`config.mk`:
```
export PLATFORM = sky130hd
export DESIGN_NAME = func_ctrl
export DESIGN_NICKNAME = d
export VERILOG_FILES = /design/src/rtl/func_ctrl_pkg.sv /design/src/rtl/func_ctrl_act.sv /design/src/rtl/func_ctrl.sv
export SDC_FILE = /design/constraint.sdc
export NUM_CORES = 1
export LEC_CHECK = 0
export ABC_AREA = 1
export ABC_CLOCK_PERIOD_IN_PS = 2900
export BUFFER_PORTS_ARGS = -buffer_cell sky130_fd_sc_hd__buf_2
export CAP_MARGIN = 15
export CORE_MARGIN = 5
export CORE_UTILIZATION = 34
export CTS_CLUSTER_SIZE = 40
export DETAILED_ROUTE_END_ITERATION = 16
export PLACE_DENSITY = 0.86
export REMOVE_ABC_BUFFERS = 1
export SLEW_MARGIN = 30
export SYNTH_ARGS = -nofsm -noshare
export SYNTH_HDL_FRONTEND = slang
export SYNTH_SLANG_ARGS = --single-unit
```
`constraint.sdc`:
```
create_clock -name clk -period 2.9 [get_ports clk]
set_input_delay 0.435 -clock clk [delete_from_list [all_inputs] [get_ports clk]]
set_output_delay 0.435 -clock clk [all_outputs]
set_load 0.01 [all_outputs]
```
`src/rtl/func_ctrl_pkg.sv`:
```
// Shared types and helpers for the function-unit controller.
// Holds the FSM state enum and a ceiling-divide helper for buffer sizing.
package func_ctrl_pkg;

    typedef enum logic [1:0] {
        s_func_idle    = 2'd0,
        s_func_read    = 2'd1,
        s_func_drain   = 2'd2,
        s_func_handoff = 2'd3
    } t_func_ctrl_state;

    function automatic int ceil_div(input int a, input int b);
        return (a + b - 1) / b;
    endfunction

endpackage

```
`src/rtl/func_ctrl_act.sv`:
```
// Single-lane activation: ReLU, arithmetic right shift, unsigned saturation.
// Ports: x (signed ACC_WIDTH partial sum) -> y (DATA_SIZE activation).
// Requires ACC_WIDTH > DATA_SIZE and DATA_SIZE < 31.
module func_act #(
    parameter int DATA_SIZE = 8,
    parameter int ACC_WIDTH = 16,
    parameter int SHIFT     = 4
) (
    input  logic [ACC_WIDTH-1:0] x,
    output logic [DATA_SIZE-1:0] y
);

    localparam logic [ACC_WIDTH-1:0] MAX_VAL =
        ACC_WIDTH'((1 << DATA_SIZE) - 1);

    logic [ACC_WIDTH-1:0] shifted;

    // Negative inputs are zeroed first, so a logical shift is
    // equivalent to the arithmetic one on what remains.
    assign shifted = x >> SHIFT;

    always_comb begin
        y = '0;
        if (x[ACC_WIDTH-1]) begin
            y = '0;
        end else if (shifted > MAX_VAL) begin
            y = MAX_VAL[DATA_SIZE-1:0];
        end else begin
            y = shifted[DATA_SIZE-1:0];
        end
    end

endmodule

```
`src/rtl/func_ctrl.sv`:
```
// Function-unit controller: reads CIM partial sums, applies activation,
// writes the output buffer, then hands off to the next layer.
// Ports: clk/rst; i_start/o_ready (upstream handshake);
//        o_rd_en/o_rd_addr/i_rd_data (read buffer);
//        o_obuf_we/o_obuf_addr/o_obuf_data (output buffer);
//        o_next_start/i_next_ready (downstream handshake).
module func_ctrl
    import func_ctrl_pkg::*;
#(
    parameter int DATA_SIZE       = 8,
    parameter int ACC_WIDTH       = 16,
    parameter int OUTPUT_CHANNELS = 16,
    parameter int BUS_WIDTH       = 4,
    parameter int SHIFT           = 4,
    localparam int NUM_ADDR   = ceil_div(OUTPUT_CHANNELS, BUS_WIDTH),
    localparam int ADDR_WIDTH = (NUM_ADDR <= 1) ? 1 : $clog2(NUM_ADDR)
) (
    input  logic                           clk,
    input  logic                           rst,
    input  logic                           i_start,
    output logic                           o_ready,
    output logic                           o_rd_en,
    output logic [ADDR_WIDTH-1:0]          o_rd_addr,
    input  logic [BUS_WIDTH*ACC_WIDTH-1:0] i_rd_data,
    output logic                           o_obuf_we,
    output logic [ADDR_WIDTH-1:0]          o_obuf_addr,
    output logic [BUS_WIDTH*DATA_SIZE-1:0] o_obuf_data,
    output logic                           o_next_start,
    input  logic                           i_next_ready
);

    localparam logic [ADDR_WIDTH-1:0] LAST_ADDR = ADDR_WIDTH'(NUM_ADDR - 1);

    t_func_ctrl_state state, state_n;
    logic [ADDR_WIDTH-1:0] cnt, cnt_n;
    logic                  wr_valid;
    logic [ADDR_WIDTH-1:0] wr_addr;

    logic                  rd_en;
    logic [ADDR_WIDTH-1:0] rd_addr;
    logic                  ready;
    logic                  next_start;

    logic [BUS_WIDTH*DATA_SIZE-1:0] act_bus;

    for (genvar j = 0; j < BUS_WIDTH; j++) begin : g_lane
        func_act #(
            .DATA_SIZE (DATA_SIZE),
            .ACC_WIDTH (ACC_WIDTH),
            .SHIFT     (SHIFT)
        ) u_act (
            .x (i_rd_data[j*ACC_WIDTH +: ACC_WIDTH]),
            .y (act_bus[j*DATA_SIZE +: DATA_SIZE])
        );
    end

    // The write pipeline trails the read by one cycle to match the
    // read-buffer latency.
    always_ff @(posedge clk) begin
        if (rst) begin
            state    <= s_func_idle;
            cnt      <= '0;
            wr_valid <= 1'b0;
            wr_addr  <= '0;
        end else begin
            state    <= state_n;
            cnt      <= cnt_n;
            wr_valid <= rd_en;
            wr_addr  <= rd_addr;
        end
    end

    always_comb begin
        state_n    = state;
        cnt_n      = cnt;
        rd_en      = 1'b0;
        rd_addr    = '0;
        ready      = 1'b0;
        next_start = 1'b0;
        case (state)
            s_func_idle: begin
                // Holding off until the next layer is ready keeps the
                // output buffer from being overwritten mid-consumption.
                ready = i_next_ready;
                cnt_n = '0;
                if (i_start && i_next_ready) begin
                    state_n = s_func_read;
                end
            end
            s_func_read: begin
                rd_en   = 1'b1;
                rd_addr = cnt;
                if (cnt == LAST_ADDR) begin
                    cnt_n   = '0;
                    state_n = s_func_drain;
                end else begin
                    cnt_n = cnt + ADDR_WIDTH'(1);
                end
            end
            s_func_drain: begin
                state_n = s_func_handoff;
            end
            s_func_handoff: begin
                next_start = 1'b1;
                if (i_next_ready) begin
                    state_n = s_func_idle;
                end
            end
            default: begin
                state_n = s_func_idle;
                cnt_n   = '0;
            end
        endcase
    end

    // Outputs are forced quiet while rst is held; o_ready behaves as
    // in idle since that is where reset lands.
    assign o_ready      = rst ? i_next_ready : ready;
    assign o_rd_en      = rd_en & ~rst;
    assign o_rd_addr    = rst ? '0 : rd_addr;
    assign o_obuf_we    = wr_valid & ~rst;
    assign o_obuf_addr  = o_obuf_we ? wr_addr : '0;
    assign o_obuf_data  = o_obuf_we ? act_bus : '0;
    assign o_next_start = next_start & ~rst;

endmodule
```
Yosys cells after proc, flatten, opt, wreduce, memory -nomap -nowiden --
Index checks and enable logic that the tools add are counted.
Word-level totals: flip-flop bits (word level) 7, bits of input ports 68
Operators by class: add/sub/neg operators 1, order comparisons 4, equality and inequality tests 7, multiplexer cells 22, bitwise logic cells 4, reductions and logical operators 4
Operator list (number):
- $mux W8 | 8
- $gt A12 B8 Y1 const B | 4
- $mux W32 | 1
- $mux W2 | 7
- $pmux W2 S4 | 1
- $eq A2 B2 Y1 const B | 3
- $ne A2 B2 Y1 const B | 3
- $mux W1 | 4
- $pmux W2 S2 | 1
- $and A1 B1 Y1 | 3
- $reduce_and A3 Y1 | 1
- $add A2 B1 Y2 const B | 1
- $eq A2 B1 Y1 const B | 1
- $logic_not A2 Y1 | 1
- $reduce_bool A2 Y1 | 1
- $logic_and A1 B1 Y1 | 1
- $not A1 Y1 | 1

Longest topological paths before layout --
word-level depth 4, gate-level depth with buffers 7

By module --
Synthesis repeated with hierarchy kept, for this count alone.
Unflattened totals: cell total of the unflattened synthesis 264, area total of the unflattened synthesis 1355.0 um^2
Modules (own cells, without submodules):
- func_act | times used 4, cells each 35, area each 170.2 um^2
- func_ctrl | times used 1, cells each 124, area each 674.4 um^2

Worst setup path before layout --
OpenSTA, ideal clock, no wires.
kind input to output, start input rst, end output o_obuf_data[17], arrival time 899 ps, data required time 2465 ps, path slack 1566 ps, stages on the path 5, path through inv_4 > nand2_8 > nor2_8 > o21ai_1 > inv_1
On the way: word-level cells in the longest chain between the ends 3
Ends and longest elaborated chain:
- start: declaration | RTL line func_ctrl.sv:19 | input logic rst,
- $not A1 Y1 | RTL line func_ctrl.sv:121 | assign o_obuf_we = wr_valid & ~rst;
- $and A1 B1 Y1 | RTL line func_ctrl.sv:121
- $mux W32 | RTL line func_ctrl.sv:123 | assign o_obuf_data = o_obuf_we ? act_bus : '0;
- end: declaration | RTL line func_ctrl.sv:27 | output logic [BUS_WIDTH*DATA_SIZE-1:0] o_obuf_data,
Every way passes these cells.

Worst setup path in the final report --
start register state[1], end output o_rd_addr[0]
On the way: word-level cells in the longest chain between the ends 3
Ends and longest elaborated chain:
- start: declaration | RTL line func_ctrl.sv:34 | t_func_ctrl_state state, state_n;
- start signal: assignment | RTL line func_ctrl.sv:61 | state <= s_func_idle;
- start signal: assignment | RTL line func_ctrl.sv:66 | state <= state_n;
- $eq A2 B1 Y1 | RTL line func_ctrl.sv:80 | case (state)
- $mux W2 | RTL line func_ctrl.sv:80
- $mux W2 | RTL line func_ctrl.sv:120 | assign o_rd_addr = rst ? '0 : rd_addr;
- end: declaration | RTL line func_ctrl.sv:23 | output logic [ADDR_WIDTH-1:0] o_rd_addr,
Every way passes these cells.

==> metrics.cfg <==
[yosys]
synth_top_cell_by_area=inv_1
ys_types=17
ys_warn_count=0
synth.area.mux_share_pct=0
post_synth_and_or_nand_nor_area_fraction_pct=29.9
synth_top_area_share_pct=19.3
synth_compound_area_share_pct=23.8
synthAdderAreaFrac_pct=7.67
synthTopCellsByArea=inv_1, o21ai_1, dfxtp_1, nor2_8, nor2_1
avgSynthCellArea_um2=6.09
synth_seq_cells=7
netlist_area_um2=816
ys_seq_area_share_pct=17.2
synth_top_family_by_area=simple AND/OR/NAND/NOR gates
synth-xor-area-share_pct=0
synthCells=134

[cts]
clock-sinks=7
clk_pin_slew_ns=0.05
hold_buffers=0
cts_resized=0
cts_setup_buffers=0
cts_made_buffers=3
cts-root-buf=clkbuf_4
clock_latency_ns=0.25
clockBufferDepth=2
htreeDepth=1
cts_tree=built

[finish]
layout-drive-gt1-share_pct=47.6
nNetsFinal=303
fillers=224
instances_no_fill=257
syn_to_final_growth_pct=63.3
antenna_cells=0
stdcell_area_mm2=0.00133

[drt]
vias=1087
drt-pass1-iter-count=3
drtIter0Drc=60
ant_nets=0
route.detailed.drc=0
wl_per_cell_um=9.70
wirelength_um=2490
via_per_inst=4.23

[timing]
fin_setup_tns_ns=0
finalSetupViolations=0
rsz0062_at_grt=false
slew_viol_final=0
fin_skew_ns=0.00655
tightest_slew_ns=0.243
fin_crit_sh_pct=61.0
slew-limit-headroom_pct=83.7
fmax_mhz=565
min_period_ns=1.77
hold_viol=0

[die]
die_h_um=59.0
core_mm2=0.00225
die-width_um=59.0
row_count=17
die_area_mm2=0.00348
initial_utilization_pct=36.2
ios=108

[placed_design]
dpl_cell_area_mm2=0.00131
hpwl_um=2210
io_buffer_count=91
place_inst=253
place.gp.congestion=0.772

[setup_path]
cp-start-kind=register
cp-end-kind=output port
arrival_ns=1.34
worstPathRequired_ns=2.47
path_class=reg2out
path_max_fanout=5

[power]
ir_worst_vdd_v=0.000481
p_per_area_mw_per_mm2=391
finalPower_uw=520
leakage_uw=0.00107

[grt]
antenna_found_initial=0
overflow=0
grt_start_max_net_pins=9
first_global_vias=956
grt_pass1_wl_um=3650
grt_use_total_pct=12.9

[hold_path]
hp-class=in2reg

[flow_run]
maxCapViolCount=0

[run_status]
status=finished clean

==> logic make-up after synthesis <==
family	after synthesis
buffers and inverters	46
AND/OR/NAND/NOR	40
AO/OA/AOI/OAI	36
flip-flops	7
adder cells (fa/ha/maj)	5
==> critical path, cell delays in order, from the launching register on <==
cell and delay, ns:
dfxtp_1 0.32, inv_1 0.10, ha_1 0.24, nand2_1 0.13
nor2_1 0.14, buf_2 0.15
==> synthesized netlist by cell type, drive strengths merged <==
master   n
inv     46
o21ai   33
nor2    23
nand2   14
dfxtp    7
ha       5
a21oi    2
nand3    2
a22oi    1
nand4    1
==> final cells by class <==
type	count	area, µm²	share of cell area [%]
Sequential cell	7	140	10.5
Inverter	46	175	13.1
Timing Repair Buffer	91	455	34.2
Tap cell	28	35.0	2.63
Multi-Input combinational cell	81	500	37.6
Clock buffer	4	26.3	1.97
==> through the flow <==
| step | setup slack [ns] | util [%] | hold slack, ns |
|---|---|---|---|
| floorplan | 1.57 | - | 0.463 |
| global placement | 1.27 | 57.9 | 0.466 |
| detailed placement | 1.27 | 57.9 | 0.470 |
| CTS | 1.11 | 59.1 | 0.429 |
| global route | 0.983 | 59.1 | 0.442 |
| finish | 1.13 | 59.1 | 0.433 |
==> flip-flops by register name, indices dropped and copies added (netlist names) <==
name      flops
wr_addr       2
cnt           2
wr_valid      1
state         2
==> report_power, final <==
group | internal, µW | total (µW) | switching [µW] | leakage (µW)
sequential | 120 | 139 | 18.8 | 0.0000571
combinational | 124 | 296 | 172 | 0.000993
clock | 52.3 | 85.5 | 33.1 | 0.0000150
total | 296 | 520 | 224 | 0.00107
==> routing by layer <==
metal | global-route usage, % | part of all wire (%)
met1 | 14.7 | 36
met4 | 2.91 | 0.32
met5 | 0 | 0
met3 | 4.58 | 13
met2 | 23.0 | 50
==> layout by cell type, fill, tap and decap left out <==
cell type  synthesis  final
o21ai_2            3      3
dfxtp_1            7      7
clkbuf_1           0      1
buf_2              0     91
inv_4              1      1
o21ai_1           29     29
nor2_1            19     19
inv_2              3      3
ha_1               5      5
nand2_2            3      3
a22oi_1            1      1
inv_1             42     42
nand2_1           10     10
nor2_8             4      4
clkbuf_4           0      3
o21ai_0            1      1
a21oi_1            2      2
nand2_8            1      1
nand3_1            2      2
nand4_1            1      1
==> path summary, 6_finish.rpt <==
path / start / slack [ns] / depth (start not counted) / to
worst max-delay path: state[1]$_SDFFE_PP0P_ / 1.13 / 5 / o_rd_addr[0]
worst min-delay path: rst / 0.43 / 2 / cnt[1]$_SDFFE_PP0P_
worst max register to register: state[1]$_SDFFE_PP0P_ / 1.71 / 7 / state[1]$_SDFFE_PP0P_
worst min register to register: cnt[1]$_SDFFE_PP0P_ / 0.47 / 2 / wr_addr[1]$_DFF_P_
No activity file was read; power rests on OpenSTA's default activity.
